==> src/rtl/gc_response_decoder.sv <==
// gc_response_decoder
//
// Receive side of the single-wire controller link. After the poll sender has
// shifted out its command, this block listens for the controller's response:
// it synchronizes the line, times the low phase of every bit, assembles the
// response MSB-first, checks the stop bit and presents the result as a
// registered word with one-cycle valid / error strobes.
//
// Ports:
//   clk        in   system clock
//   rst        in   synchronous active-high reset
//   arm        in   one-cycle pulse: poll sent, start listening
//   line_in    in   raw controller line (idle high), asynchronous
//   busy       out  high whenever the decoder is not idle
//   resp_data  out  last good response, bit RESP_BITS-1 received first
//   resp_valid out  one-cycle pulse, resp_data updated in the same cycle
//   resp_err   out  one-cycle pulse on a failed frame
//   err_code   out  last error: 1 timeout, 2 phase too long, 3 bad stop
//
// Optional build macro RESP_FIELDS_EN adds decoded button / axis / trigger
// outputs plus a format flag, all updated together with resp_valid.
module gc_response_decoder #(
  parameter int CLKS_PER_US = 50,
  parameter int THRESH_US   = 2,
  parameter int MAXPH_US    = 5,
  parameter int TIMEOUT_US  = 200,
  parameter int RESP_BITS   = 64
) (
  input  logic                 clk,
  input  logic                 rst,
  input  logic                 arm,
  input  logic                 line_in,
  output logic                 busy,
  output logic [RESP_BITS-1:0] resp_data,
  output logic                 resp_valid,
  output logic                 resp_err,
  output logic [1:0]           err_code
`ifdef RESP_FIELDS_EN
  ,
  output logic [11:0]          btn,
  output logic [7:0]           joy_x,
  output logic [7:0]           joy_y,
  output logic [7:0]           c_x,
  output logic [7:0]           c_y,
  output logic [7:0]           trig_l,
  output logic [7:0]           trig_r,
  output logic                 fmt_ok
`endif
);

  localparam int THRESH  = THRESH_US * CLKS_PER_US;
  localparam int MAXPH   = MAXPH_US * CLKS_PER_US;
  localparam int TIMEOUT = TIMEOUT_US * CLKS_PER_US;
  localparam int PH_W    = $clog2(MAXPH + 1);
  localparam int TO_W    = $clog2(TIMEOUT + 1);
  localparam int BIT_W   = $clog2(RESP_BITS + 1);

  typedef enum logic [2:0] {
    IDLE, WAIT_START, LOW, HIGH, STOP_WAIT, STOP_LOW, ERR
  } state_e;

  state_e               state_q, state_d;
  logic                 sync1_q, sync2_q, prev_q;
  logic [PH_W-1:0]      ph_cnt_q, ph_cnt_d;
  logic [TO_W-1:0]      to_cnt_q, to_cnt_d;
  logic [BIT_W-1:0]     bit_cnt_q, bit_cnt_d;
  logic [RESP_BITS-1:0] shift_q, shift_d;
  logic [RESP_BITS-1:0] data_q, data_d;
  logic                 valid_q, valid_d;
  logic                 err_q, err_d;
  logic [1:0]           code_q, code_d;

  logic                 fall, rise, phSat, shortLow;
  logic [PH_W:0]        phLen;

  assign fall  = prev_q & ~sync2_q;
  assign rise  = ~prev_q & sync2_q;
  assign phSat = (ph_cnt_q == PH_W'(MAXPH));

  // ph_cnt restarts at 0 in the cycle after an edge, so the length of the
  // phase that ends on the current edge is ph_cnt + 1 cycles.
  assign phLen    = {1'b0, ph_cnt_q} + (PH_W + 1)'(1);
  assign shortLow = (phLen < (PH_W + 1)'(THRESH));

  // Phase counter clears on any edge or arm and saturates; the timeout
  // counter only runs while waiting for the first falling edge.
  always_comb begin
    ph_cnt_d = ph_cnt_q;
    to_cnt_d = to_cnt_q;
    if (arm || fall || rise) begin
      ph_cnt_d = '0;
    end else if (!phSat) begin
      ph_cnt_d = ph_cnt_q + PH_W'(1);
    end
    if (arm) begin
      to_cnt_d = '0;
    end else if (state_q == WAIT_START && to_cnt_q != TO_W'(TIMEOUT)) begin
      to_cnt_d = to_cnt_q + TO_W'(1);
    end
  end

  // Frame FSM next-state logic. arm overrides everything so that a restart
  // discards any partial frame and the strobe it might have produced.
  always_comb begin
    state_d   = state_q;
    bit_cnt_d = bit_cnt_q;
    shift_d   = shift_q;
    data_d    = data_q;
    valid_d   = 1'b0;
    code_d    = code_q;
    case (state_q)
      IDLE: ;
      WAIT_START: begin
        if (fall) begin
          state_d = LOW;
        end else if (to_cnt_q == TO_W'(TIMEOUT)) begin
          state_d = ERR;
          code_d  = 2'd1;
        end
      end
      LOW: begin
        if (rise) begin
          shift_d   = {shift_q[RESP_BITS-2:0], shortLow};
          bit_cnt_d = bit_cnt_q + BIT_W'(1);
          state_d   = (bit_cnt_q == BIT_W'(RESP_BITS - 1)) ? STOP_WAIT : HIGH;
        end else if (phSat) begin
          state_d = ERR;
          code_d  = 2'd2;
        end
      end
      HIGH, STOP_WAIT: begin
        if (fall) begin
          state_d = (state_q == HIGH) ? LOW : STOP_LOW;
        end else if (phSat) begin
          state_d = ERR;
          code_d  = 2'd2;
        end
      end
      STOP_LOW: begin
        if (rise) begin
          if (shortLow) begin
            data_d  = shift_q;
            valid_d = 1'b1;
            state_d = IDLE;
          end else begin
            state_d = ERR;
            code_d  = 2'd3;
          end
        end else if (phSat) begin
          state_d = ERR;
          code_d  = 2'd2;
        end
      end
      ERR:     state_d = IDLE;
      default: state_d = IDLE;
    endcase
    if (arm) begin
      state_d   = WAIT_START;
      bit_cnt_d = '0;
      shift_d   = '0;
      data_d    = data_q;
      valid_d   = 1'b0;
      code_d    = code_q;
    end
    err_d = (state_d == ERR);
  end

  // State, counters, synchronizer and registered outputs. The synchronizer
  // presets to 1 so the idle-high line produces no edge out of reset.
  always_ff @(posedge clk) begin
    if (rst) begin
      sync1_q   <= 1'b1;
      sync2_q   <= 1'b1;
      prev_q    <= 1'b1;
      state_q   <= IDLE;
      ph_cnt_q  <= '0;
      to_cnt_q  <= '0;
      bit_cnt_q <= '0;
      shift_q   <= '0;
      data_q    <= '0;
      valid_q   <= 1'b0;
      err_q     <= 1'b0;
      code_q    <= 2'd0;
    end else begin
      sync1_q   <= line_in;
      sync2_q   <= sync1_q;
      prev_q    <= sync2_q;
      state_q   <= state_d;
      ph_cnt_q  <= ph_cnt_d;
      to_cnt_q  <= to_cnt_d;
      bit_cnt_q <= bit_cnt_d;
      shift_q   <= shift_d;
      data_q    <= data_d;
      valid_q   <= valid_d;
      err_q     <= err_d;
      code_q    <= code_d;
    end
  end

  assign busy       = (state_q != IDLE);
  assign resp_data  = data_q;
  assign resp_valid = valid_q;
  assign resp_err   = err_q;
  assign err_code   = code_q;

`ifdef RESP_FIELDS_EN
  // Field split of a good response, loaded in the same cycle as resp_data.
  always_ff @(posedge clk) begin
    if (rst) begin
      btn    <= '0;
      joy_x  <= '0;
      joy_y  <= '0;
      c_x    <= '0;
      c_y    <= '0;
      trig_l <= '0;
      trig_r <= '0;
      fmt_ok <= 1'b0;
    end else if (valid_d) begin
      btn    <= {shift_q[60:56], shift_q[54:48]};
      joy_x  <= shift_q[47:40];
      joy_y  <= shift_q[39:32];
      c_x    <= shift_q[31:24];
      c_y    <= shift_q[23:16];
      trig_l <= shift_q[15:8];
      trig_r <= shift_q[7:0];
      fmt_ok <= (shift_q[63:61] == 3'b000) && shift_q[55];
    end
  end
`endif

endmodule

==> config.mk <==
export PLATFORM = sky130hd
export DESIGN_NAME = gc_response_decoder
export DESIGN_NICKNAME = d
export VERILOG_FILES = /design/src/rtl/gc_response_decoder.sv
export SDC_FILE = /design/constraint.sdc
export NUM_CORES = 1
export LEC_CHECK = 0
export ABC_AREA = 1
export CORE_MARGIN = 4
export CORE_UTILIZATION = 50
export DETAILED_ROUTE_END_ITERATION = 10
export PLACE_DENSITY_LB_ADDON = 0.12
export SKIP_LAST_GASP = 1
export SYNTH_ARGS = -nofsm -noshare
export SYNTH_HDL_FRONTEND = slang
export SYNTH_SLANG_ARGS = --single-unit
==> constraint.sdc <==
create_clock -name clk -period 1.8 [get_ports clk]
set_clock_uncertainty 0.2 [all_clocks]
set_input_delay 0.27 -clock clk [delete_from_list [all_inputs] [get_ports clk]]
set_output_delay 0.27 -clock clk [all_outputs]
set_load 0.02 [all_outputs]
Word-level counts from Yosys, hierarchy flattened
Cells that the tools add are included.
Widths: inputs -> output; s select.
{ "op_classes": {"add_sub_neg": 4, "magnitude_cmp": 1, "eq_ne": 15, "mux": 20, "n_bitwise": 7, "n_reduce_logical": 13} }
{ "op_table": {"columns": ["operator", "n"], "rows": [
  ["$mux 3", 10],
  ["$pmux 3 s5", 1],
  ["$add 14x1->14 const B", 1],
  ["$eq 14x14->1 const B", 1],
  ["$mux 2", 7],
  ["$ne 14x14->1 const B", 1],
  ["$add 8x1->9 const B", 1],
  ["$eq 3x3->1 const B", 3],
  ["$lt 9x7->1 const B", 1],
  ["$add 8x1->8 const B", 1],
  ["$eq 8x8->1 const B", 1],
  ["$pmux 2 s4", 1],
  ["$add 7x1->7 const B", 1],
  ["$eq 7x6->1 const B", 1],
  ["$reduce_and 7->1", 1],
  ["$eq 3x2->1 const B", 2],
  ["$ne 2x2->1 const B", 3],
  ["$reduce_or 2->1", 3],
  ["$not 1->1", 5],
  ["$reduce_and 4->1", 1],
  ["$reduce_bool 4->1", 1],
  ["$reduce_or 4->1", 1],
  ["$eq 3x1->1 const B", 1],
  ["$logic_not 3->1", 1],
  ["8 further kinds", 10]
]} }
{ "word_totals": {"ff_bits": 167, "inputBits": 4, "out_inout_bits": 69, "word_cells": 72} }

Depth between registers and ports, before layout
{ "logic_depth": {"depth_word": 7, "depth_mapped": 14, "depth_no_buf": 14} }

Worst setup path after synthesis
Ideal clock, no wire load.
{ "synth_timing": {"kind": "reg2reg", "from": "reg ph_cnt_q[1]", "to": "reg data_q[36], in the netlist resp_data[36]", "setup_ns": 0.117, "arrival_ns": 1.565, "t_required_ns": 1.483, "path_slack_ns": -0.082, "stages_incl_launch_ff": 13, "path_buffers": 2, "synth_period_minus_slack_ns": 1.882, "path_cell_list": "dfxtp_1 > ha_1 > nand2_1 > nor2_1 > nand3_1 > nand2_1 > nor2_2 > nand2_2 > nand4_4 > buf_8 > buf_6 > o21ai_1 > a21oi_1"} }
{ "synth_between": {"elab_chain_cells": 3} }
{ "synth_rtl": {"columns": ["element", "line_no", "source"], "rows": [
  ["start, declared", "64", "logic [PH_W-1:0] ph_cnt_q, ph_cnt_d;"],
  ["start signal, assigned", "189", "ph_cnt_q <= ph_cnt_d;"],
  ["$add 8x1->9", "82", "assign phLen = {1'b0, ph_cnt_q} + (PH_W + 1)'(1);"],
  ["$lt 9x7->1", "83", "assign shortLow = (phLen < (PH_W + 1)'(THRESH));"],
  ["$reduce_and 4->1 (no line)", null, null],
  ["end signal, assigned", "193", "data_q <= data_d;"],
  ["end, declared", "68", "logic [RESP_BITS-1:0] data_q, data_d;"]
]} }
No other way between the ends.
A chain may end at the register's enable or synchronous reset.

Worst setup path in the final report
{ "layout_timing": {"from": "reg ph_cnt_q[1]", "to": "reg data_q[50], in the netlist resp_data[50]"} }
Same word-level chain as after synthesis.

==> impl_metrics.env <==
export IMPL_final_cell_mix="dfxtp_1 (156), nor2_1 (134), inv_1 (108), o21ai_0 (71), dlygate4sd2_1 (68)"
export IMPL_antenna_found_initial=0
export IMPL_netlist_area_sq_um=6590
export IMPL_fp_dieH_um=123
export IMPL_drt_iter0_markers=539
export IMPL_htreeDepth=4
export IMPL_synthDistinctLibCells=34
export IMPL_placed_area_sq_um=7890
export IMPL_avgRoutedWirePerCell_um=16.3
export IMPL_tns_ps=-12150
export IMPL_switchingPower_mw=1.79
export IMPL_cts_tree="built"
export IMPL_top_usage_layer="met2"
export IMPL_cts_buffers=17
export IMPL_n_antenna_cell=0
export IMPL_clock_root_buffer="clkbuf_16"
export IMPL_internal_power_mw=6.04
export IMPL_synthArstFlopShare=0
export IMPL_initial_core_util=0.516
export IMPL_syn_avg_cell_area_sq_um=7.55
export IMPL_hold_end="sync2_q"
export IMPL_drv_slew=0
export IMPL_peakVddDrop_mv=0.744
export IMPL_reg2reg_setup_slack_ps=-240
export IMPL_drive_gt1_frac=0.287
export IMPL_fillers=879
export IMPL_place_ws_ps=-204
export IMPL_startpoint_type="register"
export IMPL_drtPass1Iterations=5
export IMPL_grt_usage=0.239
export IMPL_pwr_share_comb=0.039
export IMPL_clkPwrFrac=0.488
export IMPL_fp_dieArea_sq_um=15100
export IMPL_worstMarginPinSlew_ps=333
export IMPL_r2r_start="ph_cnt_q[1]"
export IMPL_synth_edf_count=0
export IMPL_hp_start="sync1_q"
export IMPL_r2r_end="resp_data[50]"
export IMPL_max_slew_margin=0.778
export IMPL_grt_overflow=0
export IMPL_rsz0062_at_grt="yes"
export IMPL_synth_seq_area_share=0.507
export IMPL_portBuffers=72
export IMPL_ys_ff_latch=167
export IMPL_finalWorstSetupSlack_ps=-241
export IMPL_final_nets=1030
export IMPL_synth_nets=882
export IMPL_sequentialPowerShare=0.474
export IMPL_area_growth_pct=48.6
export IMPL_setup_viol=73
export IMPL_drc=0
export IMPL_grt_start_max_net_pins=59
export IMPL_ys_flop_type="dfxtp_1"
export IMPL_cts_hold_buf=0
export IMPL_critPathRequiredTime_ps=1970
export IMPL_clk_pin_slew_ps=70
export IMPL_period_share=1.13
export IMPL_die_x_um=123
export IMPL_pin_count=73
export IMPL_hold_viol_final=0
export IMPL_p_per_area_nw_per_um2=800
export IMPL_swShare=0.229
export IMPL_gr_usage_met2=0.391
export IMPL_end_kind="register"
export IMPL_r2r_cells=10
export IMPL_clockBufferDepth=2
export IMPL_hp_class="register to register"
export IMPL_clock_fmax_mhz=490
export IMPL_clock_sinks=167
export IMPL_postLayoutCellArea_sq_um=9790
export IMPL_multi_input_area_sq_um=3240
export IMPL_grt_util_met3=0.0525
export IMPL_final_common_cell="dfxtp_1"
export IMPL_status="finished with violations"
export IMPL_post_drt_via_cell_ratio=5.36
export IMPL_drv_cap=0
export IMPL_met1_usage=0.309
export IMPL_wl_mm=19.6
export IMPL_leakagePower_nw=4.33
export IMPL_ant_nets=0
export IMPL_crit_type="register to register"
export IMPL_coreArea_sq_um=12800
export IMPL_gp_congestion=0.863
export IMPL_path_max_fanout=5
export IMPL_grt_pass1_vias=5972
export IMPL_vias=6462
export IMPL_final_util=0.767
export IMPL_yosys_warnings=0
export IMPL_rows=41
export IMPL_crit_arrival_ps=2210
export IMPL_violations="negative setup slack"
export IMPL_synthCells=873
export IMPL_whs_path_depth=1
export IMPL_seq_area_sq_um=3370
export IMPL_period_minus_slack_ps=2040
export IMPL_grt_pass1_wl_mm=28.5
export IMPL_dpl_hpwl_mm=9.89
export IMPL_clkLatencyLatePin_ps=430
metrics by stage:
stage               cells  hold WS [ps]  power [mW]
floorplan             873           139        3.92
global placement     1135           195        4.02
detailed placement   1135           194        4.03
CTS                  1187           205        7.81
global route         1206           237        8.05
finish               1206           201        7.83
cells by family (layout without fill, tap and decap cells):
logic type | after synthesis | in the layout | share of synthesized area
XOR/XNOR | 3 | 3 | 0.00399
AND/OR/NAND/NOR | 295 | 295 | 0.186
buffers and inverters | 162 | 323 | 0.105
adder cells (fa/ha/maj) | 5 | 5 | 0.00949
AO/OA/AOI/OAI | 241 | 241 | 0.188
flip-flops | 167 | 167 | 0.507
Yosys cell counts (4+ instances only):
master / instances / share of area
dfxtp_1: 167 / 0.51
nor2_1: 165 / 0.094
inv_1: 115 / 0.065
o21ai_0: 99 / 0.075
a21oi_1: 86 / 0.065
nand2_1: 71 / 0.040
o21ai_1: 47 / 0.036
clkbuf_1: 27 / 0.015
nand3_1: 27 / 0.021
nor3_1: 12 / 0.0091
buf_6: 7 / 0.012
buf_4: 5 / 0.0057
ha_1: 5 / 0.0095
nand4_1: 5 / 0.0047
nor2_2: 4 / 0.0038
flip-flops by register name (all words and copies together) (netlist names), 2 cells and up:
name,count
shift_q,64
err_code,2
bit_cnt_q,7
resp_data,64
state_q,3
to_cnt_q,14
ph_cnt_q,8
critical path, stage by stage (launching register included):
cell and delay [ps]:
dfxtp_4 380, buf_4 120, nand3_4 80, nor2_2 120, nand2_2 90, a21oi_4 200, nand4_4 160, buf_8 180
buf_12 150, clkbuf_16 160, a21oi_2 130
power by group through the flow:
stage	Clock (mW)	Combinational [mW]	Sequential, mW
finish	3.82	0.302	3.71
global route	4.02	0.328	3.71
detailed placement	0	0.234	3.80
global placement	0	0.230	3.79
CTS	3.84	0.258	3.71
floorplan	0	0.127	3.80
what timing repair did:
item                                    in CTS  in global routing
cloned                                       9                  9
buffers inserted                            11                 12
gates resized for setup                    164                145
endpoints found under the setup margin     152                152
pin swaps                                   10                 27
metal layers:
layer,up-vias,wire [um]
li1,3123,-
met4,0,455
met2,211,9690
met1,3088,8480
met3,40,1030
met5,-,0
worst max-delay path by stage:
stage / from / end / slack, ps / cells after the start
global route: ph_cnt_q[1] / resp_data[50] / -330 / 12
floorplan: ph_cnt_q[0] / resp_data[36] / -0.8 / 12
detailed placement: ph_cnt_q[1] / resp_data[56] / -200 / 11
global placement: ph_cnt_q[0] / resp_data[59] / -160 / 11
finish: ph_cnt_q[1] / resp_data[50] / -240 / 10
CTS: ph_cnt_q[1] / resp_data[42] / -160 / 10
layout make-up:
cell class / instances / share of cell area
Clock buffer: 17 / 0.0434
Clock inverter: 15 / 0.0198
Inverter: 117 / 0.0454
Multi-Input combinational cell: 544 / 0.330
Sequential cell: 167 / 0.344
Tap cell: 172 / 0.0220
Timing Repair Buffer: 174 / 0.195
Power figures use the tool's default switching activity.
